### src/rtl/regfile_wb_arbiter_pkg.sv
// Shared CPU constants for the register-file writeback path.
//   REG_ADDR_W / REG_DATA_W / NUM_REGS : register file geometry
//   WB_SRC_*                           : requester index assignment on the arbiter
//   reg_bit()                          : one-hot decode of a register address, r0 never decodes
package regfile_wb_arbiter_pkg;

  localparam int REG_ADDR_W     = 5;
  localparam int REG_DATA_W     = 32;
  localparam int NUM_REGS       = 32;

  localparam int WB_SRC_PIPE    = 0;
  localparam int WB_SRC_MULTDIV = 1;
  localparam int WB_SRC_IO      = 2;

  localparam int STARVE_CNT_W   = 4;

  // r0 is hardwired to zero, so it can never be reserved or tracked.
  function automatic logic [NUM_REGS-1:0] reg_bit(input logic [REG_ADDR_W-1:0] r);
    reg_bit = '0;
    if (r != '0) reg_bit[r] = 1'b1;
  endfunction

endpackage

### src/rtl/regfile_wb_arbiter_picker.sv
// rr_priority_picker: combinational round-robin search over requesters 1..NUM_REQ-1.
//   i_valid [NUM_REQ-1:1] : request vector (requester 0 is arbitrated by the caller)
//   i_ptr                 : index to start searching from, always in 1..NUM_REQ-1
//   o_grant [NUM_REQ-1:1] : one-hot grant, all zero when nothing is valid
//   o_found               : a grant was produced
module rr_priority_picker #(
  parameter int NUM_REQ = 3
) (
  input  logic [NUM_REQ-1:1]         i_valid,
  input  logic [$clog2(NUM_REQ)-1:0] i_ptr,
  output logic [NUM_REQ-1:1]         o_grant,
  output logic                       o_found
);

  localparam int PTR_W = $clog2(NUM_REQ);

  // One extra bit so ptr+offset cannot overflow before the wrap.
  logic [PTR_W:0] w_idx;

  always_comb begin
    o_grant = '0;
    o_found = 1'b0;
    w_idx   = '0;
    for (int off = 0; off < NUM_REQ - 1; off++) begin
      w_idx = {1'b0, i_ptr} + (PTR_W+1)'(off);
      // Wrap from NUM_REQ-1 back to 1, skipping requester 0.
      if (w_idx > (PTR_W+1)'(NUM_REQ - 1)) w_idx = w_idx - (PTR_W+1)'(NUM_REQ - 1);
      if (!o_found && i_valid[w_idx[PTR_W-1:0]]) begin
        o_grant[w_idx[PTR_W-1:0]] = 1'b1;
        o_found                   = 1'b1;
      end
    end
  end

endmodule

### src/rtl/regfile_wb_arbiter.sv
// regfile_wb_arbiter: shares the register file write port between writeback sources
// (pipeline, multdiv, game I/O) and tracks destinations reserved by long-latency ops.
//   clock, reset            : clock, synchronous active-high reset
//   req_valid/req_ready     : per-requester handshake, ready is combinational
//   req_reg/req_data        : packed per-requester destination and data
//   rsv_valid/rsv_reg       : reserve a destination register
//   busy_mask               : registered bitmap of reserved registers (bit 0 always 0)
//   ctrl_writeEnable/ctrl_writeReg/data_writeReg : registered regfile write port
module regfile_wb_arbiter
  import regfile_wb_arbiter_pkg::*;
#(
  parameter int NUM_REQ      = 3,
  parameter int STARVE_LIMIT = 4
) (
  input  logic                    clock,
  input  logic                    reset,
  input  logic [NUM_REQ-1:0]      req_valid,
  output logic [NUM_REQ-1:0]      req_ready,
  input  logic [5*NUM_REQ-1:0]    req_reg,
  input  logic [32*NUM_REQ-1:0]   req_data,
  input  logic                    rsv_valid,
  input  logic [4:0]              rsv_reg,
  output logic [31:0]             busy_mask,
  output logic                    ctrl_writeEnable,
  output logic [4:0]              ctrl_writeReg,
  output logic [31:0]             data_writeReg
);

  localparam int PTR_W = $clog2(NUM_REQ);

  logic [PTR_W-1:0]        r_rr_ptr;
  logic [STARVE_CNT_W-1:0] r_starve_cnt;
  logic [NUM_REGS-1:0]     r_busy_p1;
  logic                    r_we_p1;
  logic [REG_ADDR_W-1:0]   r_wreg_p1;
  logic [REG_DATA_W-1:0]   r_wdata_p1;

  logic [NUM_REQ-1:1]      w_rr_grant;
  logic                    w_rr_found;
  logic                    w_lower_valid;
  logic                    w_starved;
  logic                    w_grant0;
  logic [NUM_REQ-1:0]      w_grant;
  logic                    w_xfer;
  logic [PTR_W-1:0]        w_sel_idx;
  logic [REG_ADDR_W-1:0]   w_sel_reg;
  logic [REG_DATA_W-1:0]   w_sel_data;
  logic [NUM_REGS-1:0]     w_busy_next;

  rr_priority_picker #(.NUM_REQ(NUM_REQ)) u_picker (
    .i_valid (req_valid[NUM_REQ-1:1]),
    .i_ptr   (r_rr_ptr),
    .o_grant (w_rr_grant),
    .o_found (w_rr_found)
  );

  // p0: grant selection
  assign w_lower_valid = |req_valid[NUM_REQ-1:1];
  assign w_starved     = (r_starve_cnt == STARVE_CNT_W'(STARVE_LIMIT));
  // Pipeline writeback wins unless it has starved a waiting lower requester.
  assign w_grant0      = req_valid[WB_SRC_PIPE] && !(w_starved && w_lower_valid);

  always_comb begin
    w_grant = '0;
    if (!reset) begin
      if (w_grant0)        w_grant = NUM_REQ'(1);
      else if (w_rr_found) w_grant = {w_rr_grant, 1'b0};
    end
  end

  assign req_ready = w_grant;
  assign w_xfer    = |w_grant;

  always_comb begin
    w_sel_idx  = '0;
    w_sel_reg  = '0;
    w_sel_data = '0;
    for (int i = 0; i < NUM_REQ; i++) begin
      if (w_grant[i]) begin
        w_sel_idx  = PTR_W'(i);
        w_sel_reg  = req_reg[i*REG_ADDR_W +: REG_ADDR_W];
        w_sel_data = req_data[i*REG_DATA_W +: REG_DATA_W];
      end
    end
  end

  // Clear on write first, then set on reserve, so a same-cycle reserve wins.
  always_comb begin
    w_busy_next = r_busy_p1;
    if (w_xfer)    w_busy_next = w_busy_next & ~reg_bit(w_sel_reg);
    if (rsv_valid) w_busy_next = w_busy_next | reg_bit(rsv_reg);
  end

  // p1: registered write port, scoreboard and arbitration state
  always_ff @(posedge clock) begin
    if (reset) begin
      r_rr_ptr     <= PTR_W'(1);
      r_starve_cnt <= '0;
      r_busy_p1    <= '0;
      r_we_p1      <= 1'b0;
      r_wreg_p1    <= '0;
      r_wdata_p1   <= '0;
    end else begin
      r_busy_p1 <= w_busy_next;
      // A write to r0 is accepted but never reaches the regfile.
      r_we_p1   <= w_xfer && (w_sel_reg != '0);
      if (w_xfer) begin
        r_wreg_p1  <= w_sel_reg;
        r_wdata_p1 <= w_sel_data;
      end
      if (w_xfer && !w_grant[0]) begin
        r_rr_ptr     <= (w_sel_idx == PTR_W'(NUM_REQ - 1)) ? PTR_W'(1) : w_sel_idx + PTR_W'(1);
        r_starve_cnt <= '0;
      end else if (w_grant[0] && w_lower_valid && !w_starved) begin
        r_starve_cnt <= r_starve_cnt + STARVE_CNT_W'(1);
      end
    end
  end

  assign busy_mask        = r_busy_p1;
  assign ctrl_writeEnable = r_we_p1;
  assign ctrl_writeReg    = r_wreg_p1;
  assign data_writeReg    = r_wdata_p1;

endmodule

### config.mk
export PLATFORM = sky130hd
export DESIGN_NAME = regfile_wb_arbiter
export DESIGN_NICKNAME = d
export VERILOG_FILES = /design/src/rtl/regfile_wb_arbiter_pkg.sv /design/src/rtl/regfile_wb_arbiter_picker.sv /design/src/rtl/regfile_wb_arbiter.sv
export SDC_FILE = /design/constraint.sdc
export NUM_CORES = 1
export LEC_CHECK = 0
export ABC_AREA = 1
export BUFFER_PORTS_ARGS = -buffer_cell sky130_fd_sc_hd__buf_2
export CAP_MARGIN = 15
export CORE_MARGIN = 4
export CORE_UTILIZATION = 40
export CTS_CLUSTER_DIAMETER = 50
export DETAILED_ROUTE_END_ITERATION = 8
export GPL_TIMING_DRIVEN = 0
export PLACE_DENSITY = 0.72
export SETUP_SLACK_MARGIN = 0.4
export SYNTH_ARGS = -nofsm -noshare
export SYNTH_HDL_FRONTEND = slang
export SYNTH_SLANG_ARGS = --single-unit
### constraint.sdc
create_clock -name clock -period 3.2 [get_ports clock]
set_clock_uncertainty 0.1 [all_clocks]
set_input_delay 0.48 -clock clock [delete_from_list [all_inputs] [get_ports clock]]
set_output_delay 0.48 -clock clock [all_outputs]
set_load 0.01 [all_outputs]
# Word level (Yosys, flattened, before mapping)
# Index checks and enable logic that the tools add are counted.
# op_classes
n_reduce_logical	20
n_bitwise	4
n_addsub	5
eq_ne	2
n_lt_le_gt_ge	10
muxes	36
# op_table
operator	n
32-bit two-way mux	9
32-bit AND	1
32-bit inverter	1
32-bit bitwise OR	1
5-bit two-way mux	3
5-bit by 6-bit less-than comparator with 1-bit output, second input constant	2
2-bit two-way mux	6
1-bit logical AND	11
1-bit demux with 5-bit select	2
5-bit by 1-bit greater-or-equal comparator with 1-bit output, second input constant	2
5-bit nonzero test	2
1-bit two-way mux	9
3-bit two-way mux	3
2-bit by 3-bit less-than comparator with 1-bit output, second input constant	2
4-bit by 1-bit adder with 4-bit output, second input constant	1
1-bit binary-select mux with 2-bit select	2
1-bit demux with 2-bit select	2
4-bit by 3-bit equality test with 1-bit output, second input constant	1
2-bit by 1-bit greater-or-equal comparator with 1-bit output, second input constant	2
1-bit logical NOT	4
2-bit OR reduction	2
2-bit subtractor, second input constant	2
2-bit by 1-bit adder with 3-bit output, second input constant	1
3-bit by 2-bit > comparator with 1-bit output, second input constant	1
5 further kinds	5
# totals
regBits	76
out_inout_bits	73
word_cells	83

# Longest topological paths before layout
# Gate-level depths: netlist of run 1.
# logic_depth
word_depth	26
ltp_mapped	14
ltp_nobuf	13

# Hierarchy
# A second synthesis of run 1 with hierarchy kept.
# hier_totals
cells_unflattened	561
area_unflattened_um2	3846.2
# by_module_without_submodules
module	area_each_um2	cells_per_inst	instances
regfile_wb_arbiter	3804.9	551	1
rr_priority_picker	41.3	10	1

# Worst setup path before layout of run 1
# No wires, ideal clock.
# synth_timing
kind	flip-flop to output port
startpoint	register r_starve_cnt[0]
endpoint	output req_ready[0]
required_ns	2.620
t_arrival_ns	1.351
path_slack_ns	1.269
path_buffers	2
stages_incl_launch_ff	10
path_cell_list	dfxtp_1 > inv_1 > ha_1 > nand2_1 > nor2_2 > nand2_4 > nand2_4 > nor2_2 > buf_2 > buf_4
# synth_between
elab_chain_cells	6
# synth_rtl
item	line_no	rtl
start, declared	regfile_wb_arbiter.sv:32	logic [STARVE_CNT_W-1:0] r_starve_cnt;
start signal, assigned	regfile_wb_arbiter.sv:115	r_starve_cnt <= r_starve_cnt + STARVE_CNT_W'(1);
4-bit by 3-bit equality test with 1-bit output	regfile_wb_arbiter.sv:59	assign w_starved = (r_starve_cnt == STARVE_CNT_W'(STARVE_LIMIT));
1-bit logical AND	regfile_wb_arbiter.sv:61	assign w_grant0 = req_valid[WB_SRC_PIPE] && !(w_starved && w_lower_valid);
1-bit logical NOT	regfile_wb_arbiter.sv:61	
1-bit logical AND	regfile_wb_arbiter.sv:61	
3-bit two-way mux	regfile_wb_arbiter.sv:66	if (w_grant0) w_grant = NUM_REQ'(1);
3-bit two-way mux	regfile_wb_arbiter.sv:65	if (!reset) begin
end, declared	regfile_wb_arbiter.sv:18	output logic [NUM_REQ-1:0] req_ready,
# No other way between the ends.

# Worst setup path in the final report of run 1
# layout_timing
startpoint	register r_starve_cnt[0]
endpoint	output req_ready[1]
# Same word-level chain as after synthesis.

==> run summary, run 1 <==
Fin Setup TNS: 0 ns
Final Cycle Share: 0.832
Syn_area_per_cell: 7.58 um^2
Seq cells post-synth: 76
DIE WIDTH: 105 um
Status: completed
Placed Cells: 802
Register area share after synthesis: 0.403
Worst-case clock buffer depth: 2
# port buffers: 193
Clock Pin Slew Worst Setup and Hold Paths: 0.09 ns
Critical path endpoint: req_ready[1]
Post-Synthesis Cells: 498
Crit path time final: 2.66 ns
Comb pwr share: 0.170
Share of post-route cells with drive strength above 1: 0.385
Final setup vio count: 0
Worst vdd ir: 0.264 mV
Core Region: 9200 um^2
P_int: 1.58 mW
Reg-to-reg startpoint: r_starve_cnt[0]$_SDFFE_PP0P_
Global-route wire length before repair: 19700 um
GRT Util Overall: 0.223
Placed Area: 4880 um^2
Pre-antenna DRT Iters: 5
CTS tree: done
Setup crit start kind: flop
Clock power frac: 0.368
Post-synth top area share: 0.403
Layout area overhead: 35.2%
Worst EP arrival: 2.08 ns
Synth area leader: dfxtp_1
Worst hold path class: in2reg
CTS buffer count: 9
Final cell count without fillers: 818
End of the worst register-to-register path: busy_mask[16]$_SDFF_PP0_
Die Y: 105 um
H-tree levels: 3
Slew HR: 0.221
Setup Buffers After CTS: 0
Gr ovfl total: 0
Endpoints failing hold: 0
Reg2Reg Depth: 13
Post-synth cell types: 29
RSZ-0062 raised after global routing: true
Root buf cell: clkbuf_8
Post-detail-place hpwl: 10200 um
Via count: 4254
Max cap viols: 0
Row count: 35
# DRC: 0
Number of global-route vias before repair: 3949
CP endpoint kind: primary output
Post-Syn Area: 3770 um^2
Gp weighted congestion: 0.856
Yosys warns: 0
Tot Pwr: 2.18 mW
Largest fanout on the critical path: 10
Initial antenna violation count: 1
Starting Density: 0.410
Leakage Power: 2.24 nW
Routed WL: 12900 um
Pwr dens: 428 nW/um^2
Clock latency on the worst-skew pair: 0.35 ns
Sw Share: 0.277
Synth area leaders: dfxtp_1 (40%), nand2_1 (20%), a41oi_2 (11%)
Switching power: 604 uW
Initial DRC Count: 263
# clock sinks: 76
Worst hold slack: 0.323 ns
Final #Nets: 826
Final ANT Viol Nets: 0
Worst-Margin Slew: 1.16 ns
Register share of total power: 0.461
CP startpoint: r_starve_cnt[0]$_SDFFE_PP0P_
Final slew viol count: 0
Largest net degree at the start of global routing: 14
Achievable frequency: 376 MHz
I/O pins: 195
Ant. Diodes: 0
Avg WL per Cell: 15.7 um
Finished Cell Area: 5100 um^2
Die area: 11000 um^2
Syn nets: 622
WS Path Type: reg2out
CP required: 2.62 ns
Worst R2R Setup Slack: 0.94 ns
Via/cell ratio: 5.20
-- power by group through the flow --
stage | Combinational [mW] | Sequential, mW | Clock, mW
6_report | 0.371 | 1.01 | 0.803
5_1_grt | 0.406 | 1.01 | 0.860
4_1_cts | 0.372 | 1.01 | 0.824
3_5_place_dp | 0.371 | 1.03 | 0
3_3_place_gp | 0.366 | 1.03 | 0
2_1_floorplan | 0.178 | 1.05 | 0
-- cell type report --
class	instances	area, um^2
inverters	22	85.1
multi-input cells	377	2020
repair buffers	193	966
plain buffers	23	151
flip-flops and latches	76	1520
clock buffers	10	128
well taps	111	139
clock inverters	6	88.8
fillers	860	4100
-- what timing repair did --
action                                  CTS  global route
resized for setup                         0             2
hold endpoints to repair                  0             0
hold buffers                              0             0
endpoints found under the setup margin    0             2
-- worst min path at each step --
stage | startpoint | endpoint | slack, ns | cells past startpoint
after floorplan | busy_mask[0]$_SDFF_PP0_ | busy_mask[0]$_SDFF_PP0_ | 0.35 | 2
after global placement | busy_mask[0]$_SDFF_PP0_ | busy_mask[0]$_SDFF_PP0_ | 0.32 | 2
after detailed placement | busy_mask[0]$_SDFF_PP0_ | busy_mask[0]$_SDFF_PP0_ | 0.32 | 2
after CTS | req_data[34] | data_writeReg[2]$_SDFFE_PP0N_ | 0.30 | 3
after global routing | req_data[34] | data_writeReg[2]$_SDFFE_PP0N_ | 0.32 | 3
final | req_data[34] | data_writeReg[2]$_SDFFE_PP0N_ | 0.32 | 3
-- metal layers --
| layer | up-vias | global-route usage | routed length (um) | part of all wire |
|---|---|---|---|---|
| li1 | 2098 | - | - | - |
| met1 | 1950 | 0.269 | 5240 | 0.41 |
| met2 | 189 | 0.399 | 6480 | 0.50 |
| met3 | 15 | 0.0469 | 975 | 0.076 |
| met4 | 2 | 0.0600 | 136 | 0.011 |
| met5 | - | 0 | 18 | 0.0014 |
-- synth_stat cells --
master / number
nand2_1: 205
dfxtp_1: 76
a21oi_1: 39
nand3_1: 34
a41oi_2: 25
inv_1: 14
nor2_1: 14
o21ai_0: 13
nor3_1: 12
buf_2: 9
a41oi_1: 7
clkbuf_1: 7
inv_2: 7
buf_6: 6
nand4_1: 6
nor2_2: 6
nand3_2: 3
a31oi_1: 2
ha_1: 2
nand2_4: 2
a21oi_4: 1
buf_4: 1
inv_4: 1
nand2_2: 1
nor2_4: 1
nor3_4: 1
nor3b_1: 1
o21a_1: 1
xor2_1: 1
-- state kept, by name, summed over array words and instances, names as in the netlist --
register	cells
busy_mask	32
ctrl_writeEnable	1
ctrl_writeReg	5
data_writeReg	32
r_rr_ptr	2
r_starve_cnt	4
-- layout by cell type (no fill, tap or decap), types with 2 or more instances in the layout --
master      count
a41oi_2        25
buf_6           6
clkinvlp_4      2
bufinv_16       2
clkbuf_8        9
ha_1            2
clkbuf_1        8
nor3_1         12
nand2_1       205
nor2_1         14
clkbuf_4        2
nand3_1        34
inv_1          14
o21ai_0        13
nand3_2         3
buf_2         200
a31oi_1         2
inv_2           7
a41oi_1         7
nand4_1         6
dfxtp_1        76
nand2_4         2
a21oi_1        39
nor2_2          6
-- worst max-delay path, cell delays in order, from the launching register on --
cell,delay [ns]
dfxtp_1,0.36
inv_1,0.07
ha_1,0.14
nand2_1,0.06
nor2_2,0.12
nand2_4,0.09
nand2_4,0.09
buf_6,0.14
inv_2,0.05
nor2_4,0.19
clkbuf_4,0.26
buf_2,0.15
-- stage by stage --
| stage | worst slack (ns) | utilization |
|---|---|---|
| after global routing | 0.397 | 0.554 |
| after floorplan | 1.27 | - |
| after detailed placement | 0.826 | 0.530 |
| after global placement | 0.844 | 0.530 |
| final | 0.537 | 0.554 |
| after CTS | 0.456 | 0.554 |
-- cells by family (layout without fill, tap and decap cells) --
kind of cell | count (synthesis) | after routing | share of synthesized area
XOR/XNOR | 1 | 1 | 0.00232
adder cells (fa/ha/maj) | 2 | 2 | 0.00663
flip-flops | 76 | 76 | 0.403
AND/OR/NAND/NOR | 286 | 286 | 0.324
buffers and inverters | 45 | 254 | 0.0614
AO/OA/AOI/OAI | 88 | 88 | 0.203
Note: power is estimated with default switching activity, not from simulation.
==> inputs of run 2 (changes only) <==
==> constraint.sdc (replaced) <==
create_clock -name clock -period 2.6 [get_ports clock]
set_clock_uncertainty 0.1 [all_clocks]
set_input_delay 0.39 -clock clock [delete_from_list [all_inputs] [get_ports clock]]
set_output_delay 0.39 -clock clock [all_outputs]
set_load 0.01 [all_outputs]
==> run 2 against run 1 <==
Against the previous run:
- design area is 4.8% higher
- sequential power is 23% higher
- setup slack worse by 0.18 ns
- utilization is 2.7 points higher
- critical endpoint unchanged
- largest power group unchanged
==> run summary, run 2 (synthesized netlist as in run 1, its figures left out) <==
Status: completed
Most frequent cells in the layout: nand2_1 (203), buf_2 (198), dfxtp_1 (74), a21oi_1 (39), nand3_1 (32)
CTS tree: done
Worst R2R Setup Slack: 0.47 ns
Largest net degree at the start of global routing: 14
Die area: 11000 um^2
WHS Path Cells: 3
Worst hold path class: in2reg
H-tree levels: 3
Gr ovfl total: 0
Root buf cell: clkbuf_8
WS Path Type: reg2out
Setup slack after layout: 0.358 ns
GRT Util Overall: 0.225
CP required: 2.11 ns
Pwr dens: 511 nW/um^2
Die Y: 105 um
DIE WIDTH: 105 um
Row count: 35
CP endpoint kind: primary output
Final ANT Viol Nets: 0
Initial DRC Count: 266
Largest fanout on the critical path: 6
Final Cycle Share: 0.862
Worst vdd ir: 0.325 mV
Post-detail-place hpwl: 10200 um
Via/cell ratio: 5.20
Clock latency on the worst-skew pair: 0.35 ns
Placed Cells: 802
Reg2Reg Depth: 14
Final cell count without fillers: 834
Layout area overhead: 41.6%
CTS buffer count: 9
Crit path time final: 2.24 ns
Achievable frequency: 446 MHz
Fin Setup TNS: 0 ns
# port buffers: 193
Pre-antenna DRT Iters: 4
Via count: 4337
Max cap viols: 0
Setup crit start kind: flop
Leakage Power: 2.35 nW
Global-route wire length before repair: 19900 um
Core Region: 9200 um^2
Most common cell after layout, fill and taps aside: nand2_1
Starting Density: 0.410
Ant. Diodes: 0
# DRC: 0
Gp weighted congestion: 0.856
Final slew viol count: 0
Slew HR: 0.230
Endpoints failing hold: 0
Share of post-route cells with drive strength above 1: 0.419
Clock Pin Slew Worst Setup and Hold Paths: 0.09 ns
Final setup vio count: 0
Worst EP arrival: 1.75 ns
Avg WL per Cell: 15.8 um
I/O pins: 195
Utilization after layout: 0.581
Number of global-route vias before repair: 4005
Worst-Margin Slew: 1.15 ns
RSZ-0062 raised after global routing: true
Final #Nets: 842
Worst-case clock buffer depth: 2
# clock sinks: 76
Initial antenna violation count: 1
Post-place setup slack: 0.355 ns
Routed WL: 13200 um
[run 2: changes by cell type in the layout (fill, tap and decap cells not counted), sizes merged]
| cell | previous run | this run |
|---|---|---|
| buf | 207 | 225 |
| clkbuf | 19 | 17 |
[run 2: layout make-up]
cell class	instances	area (um^2)
multi-input cells	377	2080
repair buffers	209	1120
fillers	850	3850
flip-flops and latches	76	1530
clock buffers	10	128
clock inverters	6	88.8
inverters	22	90.1
well taps	111	139
plain buffers	23	173
[run 2: repair_timing]
item | in CTS | in global routing
cloned | 0 | 1
setup endpoints to repair | 41 | 34
hold buffers | 0 | 0
pin swaps | 3 | 5
gates resized for setup | 12 | 20
buffers inserted | 10 | 5
[run 2: final timing paths]
path,startpoint,to
worst max-delay path,r_starve_cnt[1]$_SDFFE_PP0P_,req_ready[1]
worst min-delay path,req_data[34],data_writeReg[2]$_SDFFE_PP0N_
worst max register to register,r_starve_cnt[1]$_SDFFE_PP0P_,data_writeReg[13]$_SDFFE_PP0N_
worst min register to register,busy_mask[0]$_SDFF_PP0_,busy_mask[0]$_SDFF_PP0_
[run 2: worst max-delay path: stages (launching register included)]
cell	delay, ns
dfxtp_4	0.36
inv_2	0.07
ha_4	0.14
nand2_4	0.05
nor2_4	0.12
nand2_4	0.07
nand2_4	0.12
buf_6	0.14
inv_4	0.03
nor2_4	0.08
buf_6	0.12
buf_6	0.09
[run 2: routing by layer]
metal	vias up	GRT usage	part of all wire
li1	2127	-	-
met1	1988	0.267	0.41
met2	195	0.404	0.50
met3	25	0.0488	0.072
met4	2	0.0675	0.017
met5	-	0	0.0014
[run 2: stage by stage]
stage          area, um^2  hold slack [ns]  power (mW)
3_3_place_gp         4880            0.319        1.71
4_1_cts              5230            0.214        2.74
5_1_grt              5340            0.231        2.85
6_report             5340            0.228        2.73
3_5_place_dp         4880            0.318        1.72
2_1_floorplan        3770            0.347        1.50
[run 2: where the power goes]
group | switching, mW | leakage, nW | internal (mW)
clock | 0.453 | 0.102 | 0.541
sequential | 0.0244 | 0.621 | 1.21
combinational | 0.283 | 1.63 | 0.215
